$ cat src/rtl/uart_echo_fifo.sv
// UART transceiver: 2-FF synchronised oversampling RX, optional parity, RX FIFO, TX echo or host send.
// Good word: rx_valid/push the cycle after the stop sample; TX starts the cycle after pop/capture; a full FIFO drops words and sets overflow.
module uart_echo_fifo #(
    parameter int CLKS_PER_BIT = 868,
    parameter int DATA_BITS    = 8,
    parameter int PARITY       = 0,
    parameter int FIFO_DEPTH   = 16,
    parameter int ECHO         = 1
) (
    input  logic                          clk,
    input  logic                          rst,
    input  logic                          RsRx,
    output logic                          RsTx,
    output logic [DATA_BITS-1:0]          Rx_data,
    output logic                          rx_valid,
    output logic                          parity_err,
    output logic                          frame_err,
    output logic                          overflow,
    output logic [$clog2(FIFO_DEPTH):0]   fifo_count,
    input  logic [DATA_BITS-1:0]          tx_data,
    input  logic                          tx_valid,
    output logic                          tx_ready,
    output logic                          tx_busy
);
    localparam int CNTW = $clog2(CLKS_PER_BIT);
    localparam logic [CNTW-1:0] CNT_LAST = CNTW'(CLKS_PER_BIT - 1);
    localparam logic [CNTW-1:0] CNT_HALF = CNTW'(CLKS_PER_BIT / 2 - 1);
    localparam int BITW = $clog2(DATA_BITS);
    localparam logic [BITW-1:0] BIT_LAST = BITW'(DATA_BITS - 1);
    localparam int AW = $clog2(FIFO_DEPTH);
    localparam logic [AW:0] FULL_CNT = (AW+1)'(FIFO_DEPTH);
    localparam int FW = DATA_BITS + 3;

    typedef enum logic [2:0] {S_IDLE, S_START, S_DATA, S_PARITY, S_STOP} state_t;

    state_t r_rx_st, w_rx_nxt, r_tx_st, w_tx_nxt;
    logic r_rx_s1, r_rx_s2, r_rx_d;
    logic [CNTW-1:0] r_rx_cnt, r_tx_cnt;
    logic [BITW-1:0] r_rx_bit, r_tx_bit;
    logic [DATA_BITS-1:0] r_rx_sh, r_rx_word;
    logic r_rx_par, r_rx_valid, r_perr, r_ferr, r_ovf;
    logic [DATA_BITS-1:0] r_mem [FIFO_DEPTH];
    logic [AW-1:0] r_wr_ptr, r_rd_ptr;
    logic [AW:0] r_cnt;
    logic [FW-1:0] r_tx_frame;
    logic w_rx_tick, w_rx_half, w_rx_done, w_rx_par_ok, w_push, w_wr, w_pop, w_full;
    logic w_tx_tick, w_tx_load, w_tx_par;
    logic [DATA_BITS-1:0] w_tx_word;

    always_ff @(posedge clk or negedge rst) begin
        if (!rst) begin
            r_rx_s1 <= 1'b1;
            r_rx_s2 <= 1'b1;
            r_rx_d  <= 1'b1;
        end else begin
            r_rx_s1 <= RsRx;
            r_rx_s2 <= r_rx_s1;
            r_rx_d  <= r_rx_s2;
        end
    end

    assign w_rx_tick = (r_rx_cnt == CNT_LAST);
    assign w_rx_half = (r_rx_cnt == CNT_HALF);

    always_ff @(posedge clk or negedge rst) begin
        if (!rst) r_rx_st <= S_IDLE;
        else      r_rx_st <= w_rx_nxt;
    end

    always_comb begin
        w_rx_nxt  = r_rx_st;
        w_rx_done = 1'b0;
        case (r_rx_st)
            S_IDLE:   if (r_rx_d && !r_rx_s2) w_rx_nxt = S_START;
            S_START:  if (w_rx_half) w_rx_nxt = r_rx_s2 ? S_IDLE : S_DATA;
            S_DATA:   if (w_rx_tick && r_rx_bit == BIT_LAST) w_rx_nxt = (PARITY != 0) ? S_PARITY : S_STOP;
            S_PARITY: if (w_rx_tick) w_rx_nxt = S_STOP;
            S_STOP: begin
                if (w_rx_tick) begin
                    w_rx_nxt  = S_IDLE;
                    w_rx_done = 1'b1;
                end
            end
            default:  w_rx_nxt = S_IDLE;
        endcase
    end

    always_comb begin
        w_rx_par_ok = 1'b1;
        if (PARITY == 1)      w_rx_par_ok = ^{r_rx_sh, r_rx_par};
        else if (PARITY == 2) w_rx_par_ok = ~^{r_rx_sh, r_rx_par};
    end

    // A low stop bit is a framing error regardless of parity.
    assign w_push = w_rx_done && r_rx_s2 && w_rx_par_ok;

    always_ff @(posedge clk or negedge rst) begin
        if (!rst) begin
            r_rx_cnt   <= '0;
            r_rx_bit   <= '0;
            r_rx_sh    <= '0;
            r_rx_par   <= 1'b0;
            r_rx_word  <= '0;
            r_rx_valid <= 1'b0;
            r_perr     <= 1'b0;
            r_ferr     <= 1'b0;
        end else begin
            r_rx_valid <= w_push;
            r_perr     <= w_rx_done && r_rx_s2 && !w_rx_par_ok;
            r_ferr     <= w_rx_done && !r_rx_s2;
            if (w_push) r_rx_word <= r_rx_sh;
            if (r_rx_st == S_IDLE || w_rx_tick || (r_rx_st == S_START && w_rx_half)) r_rx_cnt <= '0;
            else                                                                    r_rx_cnt <= r_rx_cnt + 1'b1;
            if (r_rx_st == S_IDLE) r_rx_bit <= '0;
            if (r_rx_st == S_DATA && w_rx_tick) begin
                r_rx_sh  <= {r_rx_s2, r_rx_sh[DATA_BITS-1:1]};
                r_rx_bit <= r_rx_bit + 1'b1;
            end
            if (r_rx_st == S_PARITY && w_rx_tick) r_rx_par <= r_rx_s2;
        end
    end

    assign w_full = (r_cnt == FULL_CNT);
    assign w_pop  = (ECHO != 0) && (r_tx_st == S_IDLE) && (r_cnt != '0);
    assign w_wr   = w_push && (!w_full || w_pop);

    always_ff @(posedge clk) begin
        if (w_wr) r_mem[r_wr_ptr] <= r_rx_sh;
    end

    always_ff @(posedge clk or negedge rst) begin
        if (!rst) begin
            r_wr_ptr <= '0;
            r_rd_ptr <= '0;
            r_cnt    <= '0;
            r_ovf    <= 1'b0;
        end else begin
            if (w_wr)  r_wr_ptr <= r_wr_ptr + 1'b1;
            if (w_pop) r_rd_ptr <= r_rd_ptr + 1'b1;
            case ({w_wr, w_pop})
                2'b10:   r_cnt <= r_cnt + 1'b1;
                2'b01:   r_cnt <= r_cnt - 1'b1;
                default: r_cnt <= r_cnt;
            endcase
            if (w_push && w_full && !w_pop) r_ovf <= 1'b1;
        end
    end

    assign w_tx_tick = (r_tx_cnt == CNT_LAST);
    assign w_tx_load = (r_tx_st == S_IDLE) && ((ECHO != 0) ? (r_cnt != '0) : tx_valid);
    assign w_tx_word = (ECHO != 0) ? r_mem[r_rd_ptr] : tx_data;
    assign w_tx_par  = (PARITY == 1) ? ~^w_tx_word : ^w_tx_word;

    always_ff @(posedge clk or negedge rst) begin
        if (!rst) r_tx_st <= S_IDLE;
        else      r_tx_st <= w_tx_nxt;
    end

    always_comb begin
        w_tx_nxt = r_tx_st;
        case (r_tx_st)
            S_IDLE:   if (w_tx_load) w_tx_nxt = S_START;
            S_START:  if (w_tx_tick) w_tx_nxt = S_DATA;
            S_DATA:   if (w_tx_tick && r_tx_bit == BIT_LAST) w_tx_nxt = (PARITY != 0) ? S_PARITY : S_STOP;
            S_PARITY: if (w_tx_tick) w_tx_nxt = S_STOP;
            S_STOP:   if (w_tx_tick) w_tx_nxt = S_IDLE;
            default:  w_tx_nxt = S_IDLE;
        endcase
    end

    // Whole frame is shifted out of one register so RsTx is a flop output; without parity the parity slot holds a 1.
    always_ff @(posedge clk or negedge rst) begin
        if (!rst) begin
            r_tx_frame <= '1;
            r_tx_cnt   <= '0;
            r_tx_bit   <= '0;
        end else begin
            if (w_tx_load)                          r_tx_frame <= {1'b1, (PARITY != 0) ? w_tx_par : 1'b1, w_tx_word, 1'b0};
            else if (r_tx_st != S_IDLE && w_tx_tick) r_tx_frame <= {1'b1, r_tx_frame[FW-1:1]};
            if (r_tx_st == S_IDLE || w_tx_tick) r_tx_cnt <= '0;
            else                                r_tx_cnt <= r_tx_cnt + 1'b1;
            if (r_tx_st != S_DATA)  r_tx_bit <= '0;
            else if (w_tx_tick)     r_tx_bit <= r_tx_bit + 1'b1;
        end
    end

    assign RsTx       = r_tx_frame[0];
    assign Rx_data    = r_rx_word;
    assign rx_valid   = r_rx_valid;
    assign parity_err = r_perr;
    assign frame_err  = r_ferr;
    assign overflow   = r_ovf;
    assign fifo_count = r_cnt;
    assign tx_busy    = (r_tx_st != S_IDLE);
    assign tx_ready   = (ECHO == 0) && (r_tx_st == S_IDLE);
endmodule

$ cat config.mk
export PLATFORM = sky130hd
export DESIGN_NAME = uart_echo_fifo
export DESIGN_NICKNAME = d
export VERILOG_FILES = /design/src/rtl/uart_echo_fifo.sv
export SDC_FILE = /design/constraint.sdc
export NUM_CORES = 1
export LEC_CHECK = 0
export ABC_AREA = 1
export CAP_MARGIN = 30
export CORE_ASPECT_RATIO = 0.75
export CORE_MARGIN = 2
export CORE_UTILIZATION = 45
export DETAILED_ROUTE_END_ITERATION = 10
export SYNTH_ARGS = -nofsm -noshare
export SYNTH_HDL_FRONTEND = slang
export SYNTH_SLANG_ARGS = --single-unit
$ cat constraint.sdc
create_clock -name clk -period 2.5 [get_ports clk]
set_clock_uncertainty 0.2 [all_clocks]
set_input_delay 0.5 -clock clk [delete_from_list [all_inputs] [get_ports clk]]
set_output_delay 0.5 -clock clk [all_outputs]
set_load 0.05 [all_outputs]
Word-level counts from Yosys, hierarchy flattened
Memory sizes are Yosys's and may differ from the RTL's.
Index checks and enable logic that the tools add are counted.
{"block": "op_classes", "addsub": 8, "n_eq_ne": 27, "muxes": 26, "reduce_logical": 29}
{"operator": "$mux W3", "n": 14}
{"operator": "$pmux W3 S5", "n": 2}
{"operator": "$mux W11", "n": 2}
{"operator": "$add A10 B1 Y10 const B", "n": 2}
{"operator": "$eq A10 B10 Y1 const B", "n": 2}
{"operator": "$mux W10", "n": 2}
{"operator": "$ne A2 B2 Y1 const B", "n": 10}
{"operator": "$eq A3 B2 Y1 const B", "n": 4}
{"operator": "$eq A3 B3 Y1 const B", "n": 4}
{"operator": "$logic_and A1 B1 Y1", "n": 12}
{"operator": "$eq A10 B9 Y1 const B", "n": 1}
{"operator": "$pmux W5 S2", "n": 1}
{"operator": "$reduce_and A5 Y1", "n": 2}
{"operator": "$add A4 B1 Y4 const B", "n": 2}
{"operator": "$reduce_bool A2 Y1", "n": 4}
{"operator": "$add A3 B1 Y3 const B", "n": 2}
{"operator": "$eq A3 B1 Y1 const B", "n": 2}
{"operator": "$logic_not A3 Y1", "n": 2}
{"operator": "$add A5 B1 Y5 const B", "n": 1}
{"operator": "$eq A5 B5 Y1 const B", "n": 1}
{"operator": "$reduce_bool A5 Y1", "n": 1}
{"operator": "$sub A5 B1 Y5 const B", "n": 1}
{"operator": "$logic_or A1 B1 Y1", "n": 4}
{"operator": "$mux W1", "n": 4}
{"operator": "6 further kinds", "n": 8}
{"block": "totals", "ff_bits": 78, "mem_bits_rw": 128, "in_bits": 12, "output_inout_bits": 20, "n_memories": 1}
{"memory": "r_mem", "depth": 16, "width": 8, "rd": 1, "rd_ports_with_merged_regs": 0, "wr": 1, "line": "42", "rtl": "logic [DATA_BITS-1:0] r_mem [FIFO_DEPTH];"}

Depth between registers and ports, before layout
{"block": "logic_depth", "word_depth": 7, "depth_mapped": 18, "mapped_depth_nobuf": 18}

Worst setup path after synthesis
Ideal clock, no wire load.
{"block": "synth_path", "path_type": "reg-to-reg", "startpoint": "register r_cnt[1], in the netlist fifo_count[1]", "endpoint": "register r_cnt[4], in the netlist fifo_count[4]", "arrival_ps": 2083, "slack_ps": 99, "stages_incl_launch_ff": 18, "path_cell_list": "dfrtp_1 -> inv_1 -> nand4_1 -> nand2_4 -> inv_2 -> buf_4 -> nand3_2 -> nand2_1 -> inv_1 -> ha_1 -> inv_1 -> nand2_1 -> nand3_1 -> nand2_1 -> nand3_1 -> nand2_1 -> nand2_1 -> nand2_1"}
{"block": "synth_via", "elab_chain_len": 6}
{"element": "from (decl)", "line": "44", "rtl": "logic [AW:0] r_cnt;"}
{"element": "from (signal assigned)", "line": "141", "rtl": "2'b10: r_cnt <= r_cnt + 1'b1;"}
{"element": "from (signal assigned)", "line": "142", "rtl": "2'b01: r_cnt <= r_cnt - 1'b1;"}
{"element": "from (signal assigned)", "line": "143", "rtl": "default: r_cnt <= r_cnt;"}
{"element": "$eq A5 B5 Y1 or $reduce_bool A5 Y1 (tied branches)", "line": "123, 124"}
{"element": "$logic_not A1 Y1 or $logic_and A1 B1 Y1 (tied branches)", "line": "125, 124"}
{"element": "$logic_or A1 B1 Y1", "line": "125", "rtl": "assign w_wr = w_push && (!w_full || w_pop);"}
{"element": "$logic_and A1 B1 Y1", "line": "125"}
{"element": "$eq A2 B1 Y1 or $eq A2 B2 Y1 (tied branches)", "line": "140", "rtl": "case ({w_wr, w_pop})"}
{"element": "$pmux W5 S2 or $reduce_bool A2 Y1 (tied branches)"}
Parallel ways exist; a longest one is shown, timed or not.
A chain may end at the register's enable or synchronous reset.

Worst setup path in the final report
{"block": "layout_path", "startpoint": "register r_cnt[1], in the netlist fifo_count[1]", "endpoint": "output fifo_count[1]"}
{"element": "to (decl)", "line": "19", "rtl": "output logic [$clog2(FIFO_DEPTH):0] fifo_count,"}
No word-level cell between the ends.

==> results by group <==
Status
  – Outcome: complete, no violations

Global route
  – GR Overflow Total: 0
  – Global-route wire length before repair: 29,900 um
  – Vias in the first global route: 5,595
  – Gr usage total: 0.191
  – Initial antenna violation count: 0
  – Pin count of the biggest net entering global routing: 77

Cells and area
  – Design area: 0.00999 sq mm
  – Reg area: 0.00576 sq mm
  – # diodes: 0
  – Multi-input gate area: 0.00254 sq mm
  – Filler cells: 1,591
  – Share of cells above drive strength 1: 0.118
  – Area growth syn-to-layout: 15.6%
  – Nets: 852
  – Final Non-Filler Cells: 1,088

Die
  – Die H: 124 um
  – Initial Util: 0.463
  – IO Count: 32
  – Die Wd: 164 um
  – Die area: 0.0204 sq mm
  – Core ar.: 0.0187 sq mm
  – # rows: 43

Route
  – Iter 0 DRT Violations: 578
  – Avg Vias per Cell: 5.37
  – Pre-antenna DRT Iters: 5
  – Detailed Route WL: 18,700 um
  – Via count: 5,840
  – Post-DRT Antenna Nets: 0
  – Wire per inst: 17.2 um
  – # DRC: 0

Place
  – Placed insts: 1,047
  – DP Worst Slack: 0.0982 ns
  – Final HPWL DP: 12,000 um
  – # port buffers: 20
  – Placed inst area: 0.00930 sq mm
  – Final GP Congestion: 0.837

Setup path
  – Crit path buf inv count: 1
  – FF-to-FF path depth: 14
  – CP Depth: 1
  – Slowest CP cell: clkdlybuf4s50_1
  – Worst endpoint data arrival time: 1.74 ns
  – Crit path max fanout: 4
  – Crit path max-delay family: buffers and inverters
  – WS Path Type: flip-flop to primary output
  – WP data required: 1.80 ns
  – CP Cell Sequence: clkdlybuf4s50_1
  – Crit path launch type: flip-flop
  – Critical path capture point type: primary output
  – Critical path's largest stage delay: 0.83 ns

Timing
  – Part of the cycle the worst path needs: 0.978
  – Max Clk Rate: 0.409 GHz
  – PnR worst setup slack: 0.0560 ns
  – Tmin final: 2.44 ns
  – Max-Slew Margin vs Limit: 0.481
  – Final Hold Viols: 0
  – Setup violators final: 0
  – Measured slew at the worst slew-check pin: 0.779 ns
  – RSZ-0062 raised after global routing: false
  – Slew Viols, Final: 0
  – Setup_tns: 0 ns
  – Worst hold margin: 0.157 ns

Yosys
  – Seq/Total Area, Yosys: 0.666
  – Post-synthesis average cell area: 11.1 sq um
  – Syn Std Cell Area: 0.00865 sq mm
  – Synth warn: 0
  – Syn Inst Count: 779
  – Yosys reg bits: 204
  – Synth unique cells: 43
  – Ys flop type: edfxtp_1
  – FFs w/ async S/R, synth: 0.373
  – Post-synth EDFFs: 128

Clock network
  – Total CTS buffers: 21
  – Worst skew pair latency: 0.50 ns
  – TritonCTS clock tree: done
  – CTS clk-pin slew, worst paths: 0.06 ns
  – Number of H-tree levels: 1
  – Clock sink count: 204
  – Clk root buf: clkbuf_16
  – CTS Buffer Depth: 3

Power
  – Comb pwr share: 0.044
  – Sw frac: 0.215
  – Psw: 1.48 mW
  – Clock power frac: 0.427
  – Flop pwr share: 0.528
  – Int Pwr: 5.41 mW
  – Peak VDD IR: 0.000564 V
  – Pwr dens: 690 mW/mm^2
  – Leakage: 3.53 nW

Worst hold path
  – Hold Path Depth: 0
  – Hold crit path type: flip-flop to flip-flop

Job
  – Max-Cap Viols: 0
[registers in the layout (all words and copies together) (netlist names)]
| register | count |
|---|---|
| Rx_data | 8 |
| fifo_count | 5 |
| frame_err | 1 |
| overflow | 1 |
| r_mem | 128 |
| r_rd_ptr | 4 |
| r_rx_bit | 3 |
| r_rx_cnt | 10 |
| r_rx_d | 1 |
| r_rx_s1 | 1 |
| r_rx_s2 | 1 |
| r_rx_sh | 8 |
| r_rx_st | 3 |
| r_tx_bit | 3 |
| r_tx_cnt | 10 |
| r_tx_frame | 9 |
| r_tx_st | 3 |
| r_wr_ptr | 4 |
| rx_valid | 1 |
[per-layer routing]
layer | wire length (um) | global-route usage
met1 | 9040 | 0.284
met2 | 8280 | 0.293
met3 | 1170 | 0.0403
met4 | 246 | 0.0367
met5 | 0 | 0
[path summary, 6_finish.rpt]
path	slack (ns)	from	endpoint
worst min register to register	0.16	r_rx_s1	r_rx_s2
worst min-delay path	0.16	r_rx_s1	r_rx_s2
worst max register to register	0.19	r_rx_cnt[1]	fifo_count[4]
max in group asynchronous	1.37	rst	r_rx_d
min in group asynchronous	0.35	rst	r_rd_ptr[2]
worst max-delay path	0.06	fifo_count[1]	fifo_count[1]
[cell type report]
type | count | share of cell area
Clock inverter | 9 | 0.00701
Tap cell | 247 | 0.0309
Sequential cell | 204 | 0.577
Clock buffer | 29 | 0.0576
Multi-Input combinational cell | 484 | 0.254
Inverter | 61 | 0.0229
Timing Repair Buffer | 54 | 0.0511
[cell usage after synthesis, types with 5 or more instances]
| master | instances | area share |
|---|---|---|
| nor3_1 | 10 | 0.0058 |
| nand2_1 | 89 | 0.039 |
| dfrtp_1 | 64 | 0.19 |
| nor2_1 | 136 | 0.059 |
| buf_2 | 7 | 0.0041 |
| nand4_1 | 6 | 0.0043 |
| o211ai_1 | 35 | 0.030 |
| nand3_1 | 34 | 0.020 |
| o21ai_0 | 99 | 0.057 |
| clkbuf_1 | 18 | 0.0078 |
| inv_2 | 5 | 0.0022 |
| dfstp_2 | 12 | 0.036 |
| edfxtp_1 | 128 | 0.44 |
| ha_1 | 14 | 0.020 |
| a21oi_1 | 10 | 0.0058 |
| inv_1 | 55 | 0.024 |
| xor2_1 | 9 | 0.0091 |
[power groups by stage]
stage	clock [mW]	combinational, mW	sequential, mW
detailed placement	0	0.278	3.71
finish	2.95	0.306	3.64
global route	3.16	0.345	3.64
global placement	0	0.260	3.71
CTS	3.01	0.279	3.64
floorplan	0	0.194	3.70
[metrics by stage]
step	total power, mW	utilization
CTS	6.93	0.533
global route	7.15	0.535
global placement	3.97	0.498
detailed placement	3.99	0.498
finish	6.89	0.535
floorplan	3.89	-
[cell usage in the layout, fill, tap and decap left out, types with 5 or more instances in the layout]
cell type / netlist / layout
ha_1: 14 / 14
nand2_1: 89 / 88
nor3_1: 10 / 10
nand3_1: 34 / 33
o211ai_1: 35 / 35
nand4_1: 6 / 6
inv_2: 5 / 5
a21oi_1: 10 / 10
clkbuf_1: 18 / 6
nor2_1: 136 / 135
clkbuf_16: 0 / 21
dfrtp_1: 64 / 63
dfstp_2: 12 / 12
clkdlybuf4s50_1: 0 / 15
xor2_1: 9 / 9
edfxtp_1: 128 / 128
buf_4: 3 / 30
o21ai_0: 99 / 99
inv_1: 55 / 55
[timing repair]
| action | CTS | global route |
|---|---|---|
| buffers inserted | 0 | 2 |
| setup endpoints to repair | 2 | 131 |
| hold buffers | 1 | 0 |
| gates resized for setup | 2 | 8 |
| endpoints found under the hold margin | 64 | 0 |
[cell families after synthesis]
| group | after synthesis | share of synthesized area |
|---|---|---|
| buf+inv | 92 | 0.0431 |
| simple gates | 294 | 0.146 |
| compound gates | 159 | 0.109 |
| xor+xnor | 11 | 0.0111 |
| flops | 204 | 0.666 |
| fa+ha+maj | 14 | 0.0203 |
| mux | 4 | 0.00463 |
| other cells | 1 | 0.000434 |
Note: power is estimated with default switching activity, not from simulation.
